==> src/rtl/ssp_pkg.sv <==
`default_nettype none
// ============================================================================
//  Module      : ssp_pkg
//  Description : Shared SSP definitions used by the transmit/receive shifters
//                and the FIFOs: frame width and the shifter state encoding.
//  Revision    : 1.0  initial release
// ============================================================================
package ssp_pkg;

    // Bits per serial frame, also the FIFO word width.
    localparam int SSP_DATA_WIDTH = 8;

    // Receive shifter states. The explicit one-bit base keeps the state
    // register exactly one flop wide.
    typedef enum logic [0:0] {
        IDLE  = 1'b0,
        SHIFT = 1'b1
    } rx_state_t;

endpackage : ssp_pkg
`default_nettype wire

==> src/rtl/ssp_edge_det.sv <==
`default_nettype none
// ============================================================================
//  Module      : ssp_edge_det
//  Description : Single-flop edge detector for a signal that is already
//                synchronous to clk (e.g. SSPCLKIN generated in the PCLK
//                domain). Produces one-cycle rise/fall pulses.
//  Ports       : clk      system clock
//                rst      synchronous active-high reset (clears history to 0)
//                i_sig    signal to watch
//                o_rise   i_sig is 1 now and was 0 last cycle
//                o_fall   i_sig is 0 now and was 1 last cycle
//  Revision    : 1.0  initial release
// ============================================================================
module ssp_edge_det (
    input  logic clk,
    input  logic rst,
    input  logic i_sig,
    output logic o_rise,
    output logic o_fall
);

    logic sig_q;
    logic sig_d;

    always_comb begin
        sig_d = i_sig;
    end

    always_ff @(posedge clk) begin
        if (rst) begin
            sig_q <= 1'b0;
        end else begin
            sig_q <= sig_d;
        end
    end

    // History resets to 0, so an input already high when reset releases
    // is seen as a rise on the first cycle.
    assign o_rise = i_sig & ~sig_q;
    assign o_fall = ~i_sig & sig_q;

endmodule : ssp_edge_det
`default_nettype wire

==> src/rtl/ssp_rx_shifter.sv <==
`default_nettype none
// ============================================================================
//  Module      : ssp_rx_shifter
//  Description : SSP serial receive front end. Samples SSPRXD on SSPCLKIN
//                rises, frames with SSPFSSIN, assembles MSB-first words and
//                hands them to the receive FIFO through a one-word holding
//                register. Flags a sticky overrun when a word is lost.
//  Ports       : PCLK        system clock
//                CLEAR       synchronous active-high reset
//                SSPCLKIN    serial clock (PCLK domain, half rate)
//                SSPFSSIN    frame sync, high at the rise before the MSB
//                SSPRXD      serial data
//                RX_FULL     receive FIFO full
//                RX_DATA     holding register contents
//                RX_WR       FIFO write strobe (word pending and not full)
//                RX_BUSY     frame in progress
//                RX_OVERRUN  sticky word-lost flag
//  Revision    : 1.0  initial release
// ============================================================================
module ssp_rx_shifter
    import ssp_pkg::*;
#(
    parameter int DATA_WIDTH = SSP_DATA_WIDTH,
    // Must satisfy 2**CNT_W > DATA_WIDTH.
    parameter int CNT_W      = 4
) (
    input  logic                  PCLK,
    input  logic                  CLEAR,
    input  logic                  SSPCLKIN,
    input  logic                  SSPFSSIN,
    input  logic                  SSPRXD,
    input  logic                  RX_FULL,
    output logic [DATA_WIDTH-1:0] RX_DATA,
    output logic                  RX_WR,
    output logic                  RX_BUSY,
    output logic                  RX_OVERRUN
);

    localparam logic [CNT_W-1:0] C_LAST_BIT = CNT_W'(DATA_WIDTH - 1);

    rx_state_t             state_q,   state_d;
    logic [CNT_W-1:0]      cnt_q,     cnt_d;
    // Only the first DATA_WIDTH-1 bits are ever held here; the final bit
    // goes straight from SSPRXD into the holding register.
    logic [DATA_WIDTH-2:0] shreg_q,   shreg_d;
    logic [DATA_WIDTH-1:0] hold_q,    hold_d;
    logic                  pend_q,    pend_d;
    logic                  overrun_q, overrun_d;

    logic w_rise;
    logic w_unused_fall;
    logic w_rx_wr;
    logic w_complete;

    ssp_edge_det u_edge_det (
        .clk    (PCLK),
        .rst    (CLEAR),
        .i_sig  (SSPCLKIN),
        .o_rise (w_rise),
        .o_fall (w_unused_fall)
    );

    assign w_rx_wr = pend_q & ~RX_FULL;

    // ------------------------------------------------------------------
    // Framing FSM, bit counter and shift register
    // ------------------------------------------------------------------
    always_comb begin
        state_d    = state_q;
        cnt_d      = cnt_q;
        shreg_d    = shreg_q;
        w_complete = 1'b0;

        if (w_rise) begin
            case (state_q)
                IDLE: begin
                    if (SSPFSSIN) begin
                        state_d = SHIFT;
                        cnt_d   = '0;
                    end
                end
                SHIFT: begin
                    shreg_d = {shreg_q[DATA_WIDTH-3:0], SSPRXD};
                    cnt_d   = cnt_q + CNT_W'(1);
                    if (cnt_q == C_LAST_BIT) begin
                        w_complete = 1'b1;
                        cnt_d      = '0;
                        // Frame sync on the final bit chains straight into
                        // the next frame with no idle gap.
                        state_d    = SSPFSSIN ? SHIFT : IDLE;
                    end
                end
                default: begin
                    state_d = IDLE;
                    cnt_d   = '0;
                end
            endcase
        end
    end

    // ------------------------------------------------------------------
    // Holding register / FIFO handoff
    // ------------------------------------------------------------------
    always_comb begin
        hold_d    = hold_q;
        pend_d    = pend_q;
        overrun_d = overrun_q;

        if (w_rx_wr) begin
            pend_d = 1'b0;
        end

        if (w_complete) begin
            // A write this cycle frees the slot, so the new word can take
            // it in the same edge (drain and fill together).
            if (!pend_q || w_rx_wr) begin
                hold_d = {shreg_q, SSPRXD};
                pend_d = 1'b1;
            end else begin
                overrun_d = 1'b1;
            end
        end
    end

    always_ff @(posedge PCLK) begin
        if (CLEAR) begin
            state_q   <= IDLE;
            cnt_q     <= '0;
            shreg_q   <= '0;
            hold_q    <= '0;
            pend_q    <= 1'b0;
            overrun_q <= 1'b0;
        end else begin
            state_q   <= state_d;
            cnt_q     <= cnt_d;
            shreg_q   <= shreg_d;
            hold_q    <= hold_d;
            pend_q    <= pend_d;
            overrun_q <= overrun_d;
        end
    end

    assign RX_DATA    = hold_q;
    assign RX_WR      = w_rx_wr;
    assign RX_BUSY    = (state_q == SHIFT);
    assign RX_OVERRUN = overrun_q;

endmodule : ssp_rx_shifter
`default_nettype wire

==> config.mk <==
export PLATFORM = sky130hd
export DESIGN_NAME = ssp_rx_shifter
export DESIGN_NICKNAME = d
export VERILOG_FILES = /design/src/rtl/ssp_pkg.sv /design/src/rtl/ssp_edge_det.sv /design/src/rtl/ssp_rx_shifter.sv
export SDC_FILE = /design/constraint.sdc
export NUM_CORES = 1
export LEC_CHECK = 0
export ABC_AREA = 0
export CAP_MARGIN = 20
export CORE_MARGIN = 2
export CORE_UTILIZATION = 50
export CTS_BUF_LIST = sky130_fd_sc_hd__clkbuf_8 sky130_fd_sc_hd__clkbuf_16
export DETAILED_ROUTE_END_ITERATION = 8
export PLACE_DENSITY_LB_ADDON = 0.25
export SETUP_SLACK_MARGIN = 0.2
export SYNTH_ARGS = -nofsm -noshare
export SYNTH_HDL_FRONTEND = slang
export SYNTH_SLANG_ARGS = --single-unit
==> constraint.sdc <==
create_clock -name PCLK -period 1.4 [get_ports PCLK]
set_input_delay 0.28 -clock PCLK [delete_from_list [all_inputs] [get_ports PCLK]]
set_output_delay 0.28 -clock PCLK [all_outputs]
set_load 0.02 [all_outputs]
* After elaboration in Yosys (flattened, before gate mapping)
Cells that the tools add are included.
Cells by class: equal/unequal tests 2, reduce and logical (&&, ||, !) cells 6, add/sub/neg operators 1, mux-type cells 12, bitwise logic cells 6
Operators with widths (number):
- 1-bit 2-to-1 mux | 8
- 4-bit 2-to-1 mux | 2
- 4-bit one-hot mux with 2 select lines | 1
- 2-bit AND reduction | 4
- 4-bit by 1-bit adder with 4-bit output, second input constant | 1
- 4-bit by 3-bit equality test with 1-bit output, second input constant | 1
- 1-bit inverter | 4
- 1-bit bitwise AND | 2
- 2-bit != test, second input constant | 1
- 1-bit one-hot mux with 2 select lines | 1
- 1-bit logical NOT | 1
- 1-bit logical OR | 1
Storage, ports and cells: output and inout port bits 11, bits in registers 23, word-level logic and storage cells 34

* Logic depth before layout (Yosys ltp)
Gate-level depths: netlist of the first run.
depth after elaboration 5, depth in mapped cells 5, mapped depth without buffers 4

* Hierarchy
A second synthesis of the first run with hierarchy kept.
Unflattened totals: cells, all modules 106, area total of the unflattened synthesis 948.4 um2
Modules (own cells, without submodules):
- ssp_rx_shifter | times used 1, seq. area each 440.4 um2, area an instance 909.6 um2, cells an instance 102
- ssp_edge_det | times used 1, seq. area each 20.0 um2, area an instance 38.8 um2, cells an instance 4

* Least setup slack after synthesis of the first run
Ideal clock, no wire load.
path type reg-to-reg, start point register state_q (netlist: RX_BUSY), end point register hold_q[0] (netlist: RX_DATA[0]), path slack -0.017 ns, setup time 0.132 ns, cell stages (with the launch flop) 6, arrival time 1.285 ns, buffers on the path 2, required time 1.268 ns, path through dfxtp_1 -> buf_2 -> a21bo_2 -> clkbuf_1 -> o31ai_1 -> a21oi_1
On the way: word-level cells in the longest chain between the ends 3
Ends and longest elaborated chain:
- start: declaration | line ssp_rx_shifter.sv:41 | rx_state_t state_q, state_d;
- start signal: assignment | line ssp_rx_shifter.sv:134 | state_q <= state_d;
- 1-bit 2-to-1 mux | line ssp_rx_shifter.sv:75 | case (state_q)
- 1-bit 2-to-1 mux | line ssp_rx_shifter.sv:74 | if (w_rise) begin
- 2-bit AND reduction (no source line)
- end signal: assignment | line ssp_rx_shifter.sv:137 | hold_q <= hold_d;
- end: declaration | line ssp_rx_shifter.sv:46 | logic [DATA_WIDTH-1:0] hold_q, hold_d;
Every way passes these cells. A chain may end at the register's enable or synchronous reset.

* Worst setup path in the final report of the first run
start point register cnt_q[1], end point register hold_q[4] (netlist: RX_DATA[4])
On the way: word-level cells in the longest chain between the ends 5
Ends and longest elaborated chain:
- start: declaration | line ssp_rx_shifter.sv:42 | logic [CNT_W-1:0] cnt_q, cnt_d;
- start signal: assignment | line ssp_rx_shifter.sv:135 | cnt_q <= cnt_d;
- 4-bit by 3-bit equality test with 1-bit output | line ssp_rx_shifter.sv:85 | if (cnt_q == C_LAST_BIT) begin
- 1-bit 2-to-1 mux | line ssp_rx_shifter.sv:85
- 1-bit 2-to-1 mux | line ssp_rx_shifter.sv:75
- 1-bit 2-to-1 mux | line ssp_rx_shifter.sv:74
- 2-bit AND reduction (no source line)
Every way passes these cells.

==> results.cfg, run 1 <==
[global_route]
grt_pass1_vias = 859
grt_use_total_pct = 21.3
gr-total-overflow = 0
antenna_found_initial = 0
grt_pass1_wl_um = 3950
grt_start_max_net_pins = 24

[finish]
drive_gt1_share_pct = 36.6
num_antenna_cells = 0
num-fill-cells = 146
syn_to_final_growth_pct = 45.4
postLayoutCoreUtil_pct = 75.5
nNetsFinal = 150

[timing]
fin_tns_setup_ns = 0
rsz0062_at_grt = true
period_needed_ns = 1.23
slew_viol_final = 0
maxSlewHeadroom_pct = 79.8
finalClockSkew_ns = 0.00411
tightest_slew_ns = 0.303
min_period_over_period_pct = 87.6
finalSetupViolCount = 0
finalHoldViolCount = 0
fmax_mhz = 815

[clock_tree]
cts_buffers = 3
cts-root-buf = clkbuf_8
clkTransAtPathRegs_ns = 0.09
worstSkewPairLatency_ns = 0.27
cts_buffer_depth = 2
cts_tree = done
cts-htree-levels = 1
cts_hold_buf = 0
clkSinkCount = 23

[synth]
synthFlopType = dfxtp_1
synth_most_common_cell = dfxtp_1
syn-num-nets = 121
yosysTopAreaCellShare_pct = 46.1
synth-edff-count = 0
syn_area_per_cell_sq_um = 8.76
synthDistinctLibCells = 25
yosysWarnings = 0
async_reset_ff_share_pct = 0
synth_common_cells = dfxtp_1, a21oi_1, nand3_1, nand4_1
yosys.area.top_type = dfxtp_1
seq_area_frac_synth_pct = 46.1
synth_area_leaders = dfxtp_1, a21oi_1, o31ai_1
ys_seq_elements = 23
syn_inst = 114
syn-cell-area_sq_um = 998

[routing]
wl_per_cell_um = 14.6
drc = 0
firstDrtPassIters = 4
via_per_inst = 5.63
ant_nets = 0
vias = 952
drtIter0Drc = 28
drt-total-wl_um = 2470

[setup_path]
crit_arrival_ns = 1.39
crit_type = reg -> reg
crit_path_start_kind = flip-flop
crit_end = RX_DATA[4]
r2r_setup_slack_ns = 0.17
endpoint_kind = flip-flop
cp.required_ns = 1.56
r2r_end = RX_DATA[4]
r2r-start = cnt_q[1]
worst-path-max-fanout = 9
startpoint = cnt_q[1]
worst-r2r-cell-count = 5

[power_and_ir_drop]
p_per_area_nw_per_um2 = 830
ir_drop_mv = 0.733
p_leak_nw = 0.510

[min_path]
hold_path_class = reg -> reg

[floorplanning]
start_util_pct = 52.0
die_h_um = 48.7
dieArea_sq_um = 2370
core_area_sq_um = 1920
top_level_ports = 17
row_count = 16
die_w_um = 48.7

[placement]
gp_congestion = 0.777
hpwl_um = 1600
io_buffers = 16

[run_status]
status = completed

[run]
cap_violations = 0
[power by group]
part / total (W) / switching [W] / internal [W]
Sequential: 0.000664 / 0.00000757 / 0.000657
Clock: 0.000421 / 0.000222 / 0.000199
Combinational: 0.000119 / 0.0000622 / 0.0000572
Total: 0.00120 / 0.000292 / 0.000913
[state kept, by name, indices dropped and copies added, names as in the netlist]
name and count:
u_edge_det.sig_q 1, RX_OVERRUN 1, RX_DATA 8, shreg_q 7, cnt_q 4, RX_BUSY 1
pend_q 1
[critical path: stages (launching register included)]
cell      delay (ns)
dfxtp_4         0.37
ha_4            0.17
nand3b_1        0.09
buf_6           0.16
o31ai_4         0.25
a21oi_2         0.08
[what timing repair did]
| item | 4_1_cts | 5_1_grt |
|---|---|---|
| pin swaps | 6 | 6 |
| endpoints found under the hold margin | 0 | 0 |
| setup buffers | 2 | 1 |
| resized for setup | 45 | 20 |
| endpoints found under the setup margin | 33 | 18 |
| gates cloned | 0 | 0 |
[stage by stage]
| stage | area, sq um | setup slack (ns) | instances | hold WS [ns] | power, W |
|---|---|---|---|---|---|
| 2_1_floorplan | 1030 | 0.141 | 114 | 0.349 | 0.000735 |
| 3_3_place_gp | 1280 | -0.289 | 162 | 0.446 | 0.000785 |
| 3_5_place_dp | 1280 | -0.281 | 162 | 0.448 | 0.000788 |
| 4_1_cts | 1400 | 0.196 | 168 | 0.461 | 0.00120 |
| 5_1_grt | 1450 | 0.114 | 169 | 0.481 | 0.00124 |
| 6_report | 1450 | 0.173 | 169 | 0.460 | 0.00120 |
[routing by layer]
layer	track usage, %	wire (um)	up-vias	share of wire [%]
li1	-	-	482	-
met3	3.40	73	4	3.0
met2	37.9	1280	13	52
met1	25.4	1080	453	44
met5	0	0	-	0
met4	8.57	29	0	1.2
[cells by family after synthesis]
kind of cell             synth area share (%)
AND/OR/NAND/NOR                          23.9
AO/OA/AOI/OAI                            24.8
flip-flops                               46.1
buffers and inverters                    3.88
adder cells (fa/ha/maj)                  1.25
[layout by cell type, fill, tap and decap left out, types with 2 or more instances in the layout]
cell / Yosys / final
o31ai_2: 0 / 5
nand3_1: 9 / 8
buf_6: 0 / 6
clkdlybuf4s15_1: 0 / 2
dfxtp_4: 0 / 2
nand4_1: 9 / 9
a21oi_2: 0 / 3
clkbuf_2: 0 / 4
nand2_1: 8 / 8
dlygate4sd2_1: 0 / 2
buf_4: 0 / 11
dfxtp_1: 23 / 19
nor2_1: 3 / 3
a21oi_1: 19 / 16
o31ai_4: 0 / 2
o21ai_0: 6 / 6
nor2b_1: 5 / 5
clkdlybuf4s15_2: 0 / 2
clkdlybuf4s50_1: 0 / 3
dfxtp_2: 0 / 2
clkbuf_8: 0 / 3
buf_2: 4 / 2
[worst min path at each step]
stage	start	endpoint	slack, ns	cells after the start
6_report	shreg_q[6]	shreg_q[6]	0.46	2
5_1_grt	shreg_q[6]	shreg_q[6]	0.48	2
4_1_cts	shreg_q[6]	shreg_q[6]	0.46	2
3_5_place_dp	shreg_q[6]	shreg_q[6]	0.45	2
3_3_place_gp	shreg_q[6]	shreg_q[6]	0.45	2
2_1_floorplan	CLEAR	RX_DATA[7]	0.35	1
[layout make-up]
type	instances	area, sq um	area share [%]
multi-input cells	82	611	42.1
flip-flops and latches	23	470	32.4
repair buffers	33	290	20.0
clock buffers	3	41.3	2.84
well taps	27	33.8	2.33
clock inverters	1	5.00	0.345
(Power assumes the default switching activity.)
==> run 2, diff against run 1 <==
Settings changed: CORE_UTILIZATION 50 to 40, SLEW_MARGIN set to 20.
==> results.cfg, run 2 (synthesis gave the netlist of run 1 again) <==
[setup_path]
crit_path_start_kind = flip-flop
worst-path-max-fanout = 8
cp.required_ns = 1.56
r2r_end = RX_DATA[5]
endpoint_kind = flip-flop
crit_type = reg -> reg
worst-r2r-cell-count = 5
crit_arrival_ns = 1.37
r2r-start = cnt_q[1]
r2r_setup_slack_ns = 0.19

[timing]
maxSlewHeadroom_pct = 83.0
slew_viol_final = 0
tightest_slew_ns = 0.253
finalSetupViolCount = 0
fin_tns_setup_ns = 0
finalHoldViolCount = 0
whs_ns = 0.472
finalClockSkew_ns = 0.00201
min_period_over_period_pct = 86.6
worst_slack_ns = 0.188
period_needed_ns = 1.21
fmax_mhz = 825
rsz0062_at_grt = true

[clock_tree]
cts-htree-levels = 1
clkTransAtPathRegs_ns = 0.08
clkSinkCount = 23
cts-root-buf = clkbuf_8
cts_buffers = 3
cts_tree = done
worstSkewPairLatency_ns = 0.27
cts_buffer_depth = 2

[finish]
largest_reg_flops = 8
layout_commonest_cell = buf_4
num-fill-cells = 218
num_antenna_cells = 0
instances_no_fill = 178
mostFrequentLayoutCells = buf_4, dfxtp_1, a21oi_1
syn_to_final_growth_pct = 44.7
nNetsFinal = 156
drive_gt1_share_pct = 39.9

[min_path]
whs_endpoint = RX_DATA[7]
worstHoldPathCells = 2
min_from = RX_DATA[7]
hold_path_class = reg -> reg

[floorplanning]
start_util_pct = 41.4
row_count = 18
die_w_um = 54.0
die_h_um = 54.0
dieArea_sq_um = 2910
core_area_sq_um = 2410
top_level_ports = 17

[routing]
wl_per_cell_um = 13.6
drt-total-wl_um = 2420
firstDrtPassIters = 4
via_per_inst = 5.46
ant_nets = 0
vias = 972
drtIter0Drc = 12
drc = 0

[run]
cap_violations = 0

[global_route]
grt_pass1_wl_um = 3720
grt_pass1_vias = 872
gr-total-overflow = 0
antenna_found_initial = 0
grt_start_max_net_pins = 16
grt_use_total_pct = 18.0

[power_and_ir_drop]
p_leak_nw = 0.535
p_per_area_nw_per_um2 = 840
ir_drop_mv = 0.580

[placement]
gp_congestion = 0.777
io_buffers = 16
hpwl_um = 1640
dp.cells = 168
post-place-ws_ns = -0.327

[run_status]
status = completed
-- run 2: report_power, final --
group	switching, W	internal [W]	total [W]
sequential	0.00000635	0.000659	0.000665
combinational	0.0000625	0.0000647	0.000127
clock	0.000222	0.000199	0.000421
total	0.000291	0.000922	0.00121
-- run 2: area by class of cell --
type	count	area (sq um)	area share [%]
clock buffers	3	41.3	2.86
clock inverters	1	5.00	0.346
multi-input cells	82	597	41.3
flip-flops and latches	23	468	32.4
well taps	30	37.5	2.60
repair buffers	39	297	20.5
-- run 2: repair_timing --
action | CTS | global route
hold buffers | 0 | 0
endpoints found under the hold margin | 0 | 0
pin swaps | 4 | 5
gates resized for setup | 36 | 25
setup buffers | 3 | 3
setup endpoints to repair | 31 | 21
-- run 2: routing by layer --
layer  track usage (%)  vias up  wire [um]
met4              10.3        0         51
met1              20.7      452       1010
met3              2.50        5         88
met2              31.5       18       1270
met5                 0        -          0
li1                  -      497          -
-- run 2: worst max-delay path, stage by stage, from the launching register on --
cell and delay, ns:
dfxtp_2 0.36, ha_4 0.15, nand3b_1 0.11, buf_6 0.17, o31ai_2 0.23, a21oi_1 0.09
-- run 2: how the worst max path moves through the flow --
stage                             to  slack [ns]  depth (start not counted)       start
after floorplan           RX_DATA[0]        0.14                          5     RX_BUSY
after global placement         RX_WR       -0.29                          3     RX_FULL
after detailed placement       RX_WR       -0.33                          3     RX_FULL
after CTS                 RX_DATA[1]        0.18                          1  RX_DATA[1]
after global routing      RX_DATA[5]        0.12                          5    cnt_q[1]
final                     RX_DATA[5]        0.19                          5    cnt_q[1]
-- run 2: stage by stage --
stage                     util (%)  area (sq um)  power (W)
after floorplan                  -          1030   0.000735
after detailed placement      53.8          1300   0.000786
after global routing          60.0          1450    0.00125
after global placement        53.8          1300   0.000784
after CTS                     57.5          1390    0.00121
final                         60.0          1450    0.00121
